## src/rtl/wb_master_arbiter.sv

```systemverilog
// Two-master round-robin Wishbone arbiter: picorv32 (m0) and UART DMA (m1).
// Optional no-ack watchdog with abort: define WB_ARB_TIMEOUT_EN.
module wb_master_arbiter #(
  parameter int AW             = 32,
  parameter int DW             = 32,
  parameter int OUT_W          = 4,
  parameter int TIMEOUT_CYCLES = 255
) (
  input  logic            i_clk,
  input  logic            in_rst,
  input  logic            i_m0_cyc,
  input  logic            i_m0_stb,
  input  logic            i_m0_we,
  input  logic [AW-1:0]   i_m0_addr,
  input  logic [DW-1:0]   i_m0_data,
  input  logic [DW/8-1:0] i_m0_sel,
  output logic            o_m0_ack,
  output logic            o_m0_stall,
  output logic            o_m0_err,
  output logic [DW-1:0]   o_m0_data,
  input  logic            i_m1_cyc,
  input  logic            i_m1_stb,
  input  logic            i_m1_we,
  input  logic [AW-1:0]   i_m1_addr,
  input  logic [DW-1:0]   i_m1_data,
  input  logic [DW/8-1:0] i_m1_sel,
  output logic            o_m1_ack,
  output logic            o_m1_stall,
  output logic            o_m1_err,
  output logic [DW-1:0]   o_m1_data,
  output logic            o_wb_cyc,
  output logic            o_wb_stb,
  output logic            o_wb_we,
  output logic [AW-1:0]   o_wb_addr,
  output logic [DW-1:0]   o_wb_data,
  output logic [DW/8-1:0] o_wb_sel,
  input  logic            i_wb_ack,
  input  logic            i_wb_stall,
  input  logic            i_wb_err,
  input  logic [DW-1:0]   i_wb_data,
  output logic [1:0]      o_grant
);

`ifdef WB_ARB_TIMEOUT_EN
  typedef enum logic [2:0] {IDLE, OWN0, OWN1, GAP, ABORT} state_t;
`else
  typedef enum logic [1:0] {IDLE, OWN0, OWN1, GAP} state_t;
`endif

  state_t           state;
  logic [1:0]       grant;
  logic             last_owner;
  logic [OUT_W-1:0] outstanding;

  logic            own0, own1, owning, sel1;
  logic            sat, live, ack_ok, err_ok;
  logic            accept, timeout_hit;
  logic            m_cyc, m_stb, m_we;
  logic [AW-1:0]   m_addr;
  logic [DW-1:0]   m_data;
  logic [DW/8-1:0] m_sel;

  assign o_grant = grant;
  assign own0    = (state == OWN0);
  assign own1    = (state == OWN1);
  assign owning  = own0 | own1;
  assign sel1    = grant[1];

  assign m_cyc  = sel1 ? i_m1_cyc  : i_m0_cyc;
  assign m_stb  = sel1 ? i_m1_stb  : i_m0_stb;
  assign m_we   = sel1 ? i_m1_we   : i_m0_we;
  assign m_addr = sel1 ? i_m1_addr : i_m0_addr;
  assign m_data = sel1 ? i_m1_data : i_m0_data;
  assign m_sel  = sel1 ? i_m1_sel  : i_m0_sel;

  // Responses only count while the owner has something in flight.
  assign sat    = &outstanding;
  assign live   = owning && (outstanding != '0);
  assign ack_ok = live & i_wb_ack;
  assign err_ok = live & i_wb_err;

`ifdef WB_ARB_TIMEOUT_EN
  localparam int TW = $clog2(TIMEOUT_CYCLES + 1);
  logic [TW-1:0] to_cnt;

  assign timeout_hit = live && !i_wb_ack && !i_wb_err &&
                       (to_cnt == TW'(TIMEOUT_CYCLES - 1));

  always_ff @(posedge i_clk or negedge in_rst) begin
    if (!in_rst)
      to_cnt <= '0;
    else if (live && m_cyc && !i_wb_ack && !i_wb_err && !timeout_hit)
      to_cnt <= to_cnt + 1'b1;
    else
      to_cnt <= '0;
  end
`else
  assign timeout_hit = 1'b0;
`endif

  assign o_wb_cyc  = owning & m_cyc & ~timeout_hit;
  assign o_wb_stb  = o_wb_cyc & m_stb & ~sat;
  assign o_wb_we   = owning & m_we;
  assign o_wb_addr = owning ? m_addr : '0;
  assign o_wb_data = owning ? m_data : '0;
  assign o_wb_sel  = owning ? m_sel  : '0;
  assign accept    = o_wb_stb & ~i_wb_stall;

  assign o_m0_ack   = own0 & ack_ok;
  assign o_m0_err   = own0 & (err_ok | timeout_hit);
  assign o_m0_stall = ~own0 | i_wb_stall | sat | timeout_hit;
  assign o_m0_data  = own0 ? i_wb_data : '0;

  assign o_m1_ack   = own1 & ack_ok;
  assign o_m1_err   = own1 & (err_ok | timeout_hit);
  assign o_m1_stall = ~own1 | i_wb_stall | sat | timeout_hit;
  assign o_m1_data  = own1 ? i_wb_data : '0;

  always_ff @(posedge i_clk or negedge in_rst) begin
    if (!in_rst) begin
      state       <= IDLE;
      grant       <= 2'b00;
      last_owner  <= 1'b1;
      outstanding <= '0;
    end else begin
      unique case (state)
        IDLE: begin
          if (i_m0_cyc && (!i_m1_cyc || last_owner)) begin
            state      <= OWN0;
            grant      <= 2'b01;
            last_owner <= 1'b0;
          end else if (i_m1_cyc) begin
            state      <= OWN1;
            grant      <= 2'b10;
            last_owner <= 1'b1;
          end
        end
        OWN0, OWN1: begin
`ifdef WB_ARB_TIMEOUT_EN
          if (timeout_hit) begin
            state       <= ABORT;
            outstanding <= '0;
          end else
`endif
          if (!m_cyc) begin
            state       <= GAP;
            grant       <= 2'b00;
            outstanding <= '0;
          end else if (accept && !(ack_ok || err_ok)) begin
            outstanding <= outstanding + 1'b1;
          end else if (!accept && (ack_ok || err_ok)) begin
            outstanding <= outstanding - 1'b1;
          end
        end
`ifdef WB_ARB_TIMEOUT_EN
        ABORT: begin
          if (!m_cyc) begin
            state <= GAP;
            grant <= 2'b00;
          end
        end
`endif
        GAP: state <= IDLE;
        default: state <= IDLE;
      endcase
    end
  end

endmodule

```

## config.mk

```make
export PLATFORM = sky130hd
export DESIGN_NAME = wb_master_arbiter
export DESIGN_NICKNAME = d
export VERILOG_FILES = /design/src/rtl/wb_master_arbiter.sv
export SDC_FILE = /design/constraint.sdc
export NUM_CORES = 1
export LEC_CHECK = 0
export CAP_MARGIN = 20
export CORE_AREA = 2 2 126 128
export DETAILED_ROUTE_END_ITERATION = 6
export DIE_AREA = 0 0 128 130
export GPL_ROUTABILITY_DRIVEN = 0
export PLACE_DENSITY_LB_ADDON = 0.1
export SKIP_CTS_REPAIR_TIMING = 1
export SYNTH_ARGS = -nofsm -noshare
export SYNTH_HDL_FRONTEND = slang
export SYNTH_SLANG_ARGS = --single-unit
```

## constraint.sdc

```tcl
create_clock -name i_clk -period 7.41 [get_ports i_clk]
set_input_delay 1.482 -clock i_clk [delete_from_list [all_inputs] [get_ports i_clk]]
set_output_delay 1.482 -clock i_clk [all_outputs]
set_load 0.005 [all_outputs]
```

==> metrics.txt <==
mean post-synth cell area=approximately 7.1 µm²; GR Util met3=under 10%; nets=796; CP required=a little under 6 ns; TNS Setup=0 ns; Final Power=approximately 1.7 mW; DRT Pass-1 Iters=4; fmax=~0.23 GHz; clk buf depth=2; Post-Route WL=around 12 mm; clock sink count=9; Core Area=around 15000 µm²; Synth area leaders=mux2i_1, and2_1, nor2_1; Leakage=approximately 2.1 nW; largest net degree at the start of global routing=67; share of cells above drive strength 1=about 2.3%; R2R Path End=outstanding[3]; final hold violations=0; initial antenna violation count=0; latest clock arrival within the worst-skew pair=~0.24 ns; sequential element share of the synthesized area=10.5%; Mapped Cells=between 300 and 400; DR vias/cell=just over 4; Startpoint Class=primary input; GRT met2 Usage=between 20% and 30%; largest area contributor in the netlist=mux2i_1; Root Buffer Master=clkbuf_16; Syn Nets=between 400 and 500; RR Startpoint=o_grant[1]; EDFF count, synth=0; data arrival time of the critical path=~2.9 ns; count of pins over their slew limit=0; Routed WL per cell=14.4 µm; hold_ws=around 0.51 ns; CP Capture Type=output pin; synthesized flop and latch total=9; Cell Pwr Density=~310 nW/µm²; max cap viols=0; post-synth cell types=37; unrepaired setup endpoints after global routing=no; clock slew at the register clock pins of the worst setup and hold paths=about 0.040 ns; crit path launch=i_m1_cyc; Ports=approximately 320; Initial Util=between 10% and 20%; Die Wd=around 130 µm; final setup vio count=0; Worst Hold Depth=2; CTS tree=yes; Slew HR=between 20% and 30%; die area=between 15000 and 20000 µm²; gr busiest metal=met2; Final WS setup=approximately 3 ns; Worst-Margin Slew=between 1 and 1.5 ns; vias in the first global route=3228; routing usage on met1=12.6%; fill count=~1600; gr usage total=between 10% and 20%; FF/Latch Area=around 230 µm²; HPWL Detailed=roughly 9.9 mm; post-route DRC violation count=0; grt total ovfl=0; outcome=finished clean; die height=~130 µm; hold crit path type=register to register; via count=3232; pre-CTS setup slack=roughly 3 ns; 1st-iter DRT viols=a little under 90; WS Path Type=primary input to output pin; minimum setup slack among reg-to-reg paths=a little under 4 ns; Max VDD drop=between 0.1 and 0.15 mV; port buffer count=around 320; P&R area growth vs syn=161%; clk_skew=slightly above 0.004 ns; Synth async-reset ratio=between 90% and 100%; min Tclk post-route=between 4 and 5 ns; cell row count=46; Mapped Area=2150 µm²; final period utilization=59.3%; r2r worst-path depth=10; first-pass GRT wire length=about 17 mm; htree depth=1; Critical Path Sink=o_wb_cyc; CTS Buf Count=3; footprint of the multi-input gates=between 1500 and 2000 µm²; Crit Path Max Fanout=5; Antenna Cells=0; warnings from Yosys=0; top cell type's share of synthesized area=about a third; ANT nets after route=0; ys flop type=dfrtp_1
==> critical path, stage by stage <==
cell	delay, ns
clkdlybuf4s50_1	0.54
mux2_2	0.23
nand2_1	0.09
inv_1	0.07
clkdlybuf4s50_1	0.51
==> where the power goes <==
| group | total [mW] | switching [mW] | internal [mW] |
|---|---|---|---|
| Sequential | 0.102 | 0.0279 | 0.0741 |
| Clock | 0.0975 | 0.0254 | 0.0721 |
| Combinational | 1.53 | 0.641 | 0.889 |
==> synth_stat cells, types with 3 or more instances <==
cell	count
nor2_1	70
inv_1	10
a22o_1	3
and2_1	65
mux2i_1	70
buf_1	7
clkbuf_1	13
ha_1	6
dfrtp_1	8
a21oi_1	5
o21ai_0	6
nand2_1	10
==> layout make-up <==
class                           count  area share [%]
Tap cell                          192            4.28
Inverter                           11           0.735
Sequential cell                     9            4.10
Timing Repair Buffer              323            57.5
Clock buffer                        4            1.40
Multi-Input combinational cell    262            32.0
==> flip-flops by register name, summed over array words and instances, names as in the netlist <==
signal	flops
outstanding	4
o_grant	2
last_owner	1
state	2
==> layer usage <==
| layer | vias up | part of all wire, % |
|---|---|---|
| li1 | 1618 | - |
| met1 | 1405 | 35 |
| met2 | 196 | 53 |
| met3 | 13 | 11 |
| met4 | 0 | 1.5 |
| met5 | - | 0 |
==> placed cells by master (no fill, tap or decap), types with 2 or more instances in the layout <==
master / count
clkdlybuf4s50_1: 321
mux2i_1: 70
nor2_1: 70
and2_1: 65
inv_1: 10
nand2_1: 10
dfrtp_1: 7
o21ai_0: 6
ha_1: 6
a21oi_1: 5
a22o_1: 3
clkbuf_16: 3
nor3_1: 2
and3_1: 2
and3_2: 2
mux2_2: 2
xnor2_1: 2
buf_4: 2
==> worst min-delay path by stage <==
stage,from,to,slack [ns]
2_1_floorplan,state[1],state[1],0.48
5_1_grt,state[0],state[0],0.56
3_5_place_dp,state[1],state[1],0.51
6_report,state[1],state[1],0.51
3_3_place_gp,state[1],state[1],0.49
4_1_cts,state[1],state[1],0.52
==> through the flow <==
step                cell area (µm²)  utilization [%]  cells
floorplan                      2150                -    304
global placement               5540             35.9    797
detailed placement             5540             35.9    797
CTS                            5620             36.4    801
global route                   5620             36.4    801
finish                         5620             36.4    801
==> cells by family (layout without fill, tap and decap cells) <==
logic type	count (synthesis)	after routing	share of synthesized area, %
adder cells (fa/ha/maj)	7	7	4.42
buffers and inverters	33	338	5.88
XOR/XNOR	3	3	1.22
multiplexers	72	72	33.6
AND/OR/NAND/NOR	156	156	36.4
AO/OA/AOI/OAI	24	24	7.92
flip-flops	9	9	10.5
(Power assumes the default switching activity.)
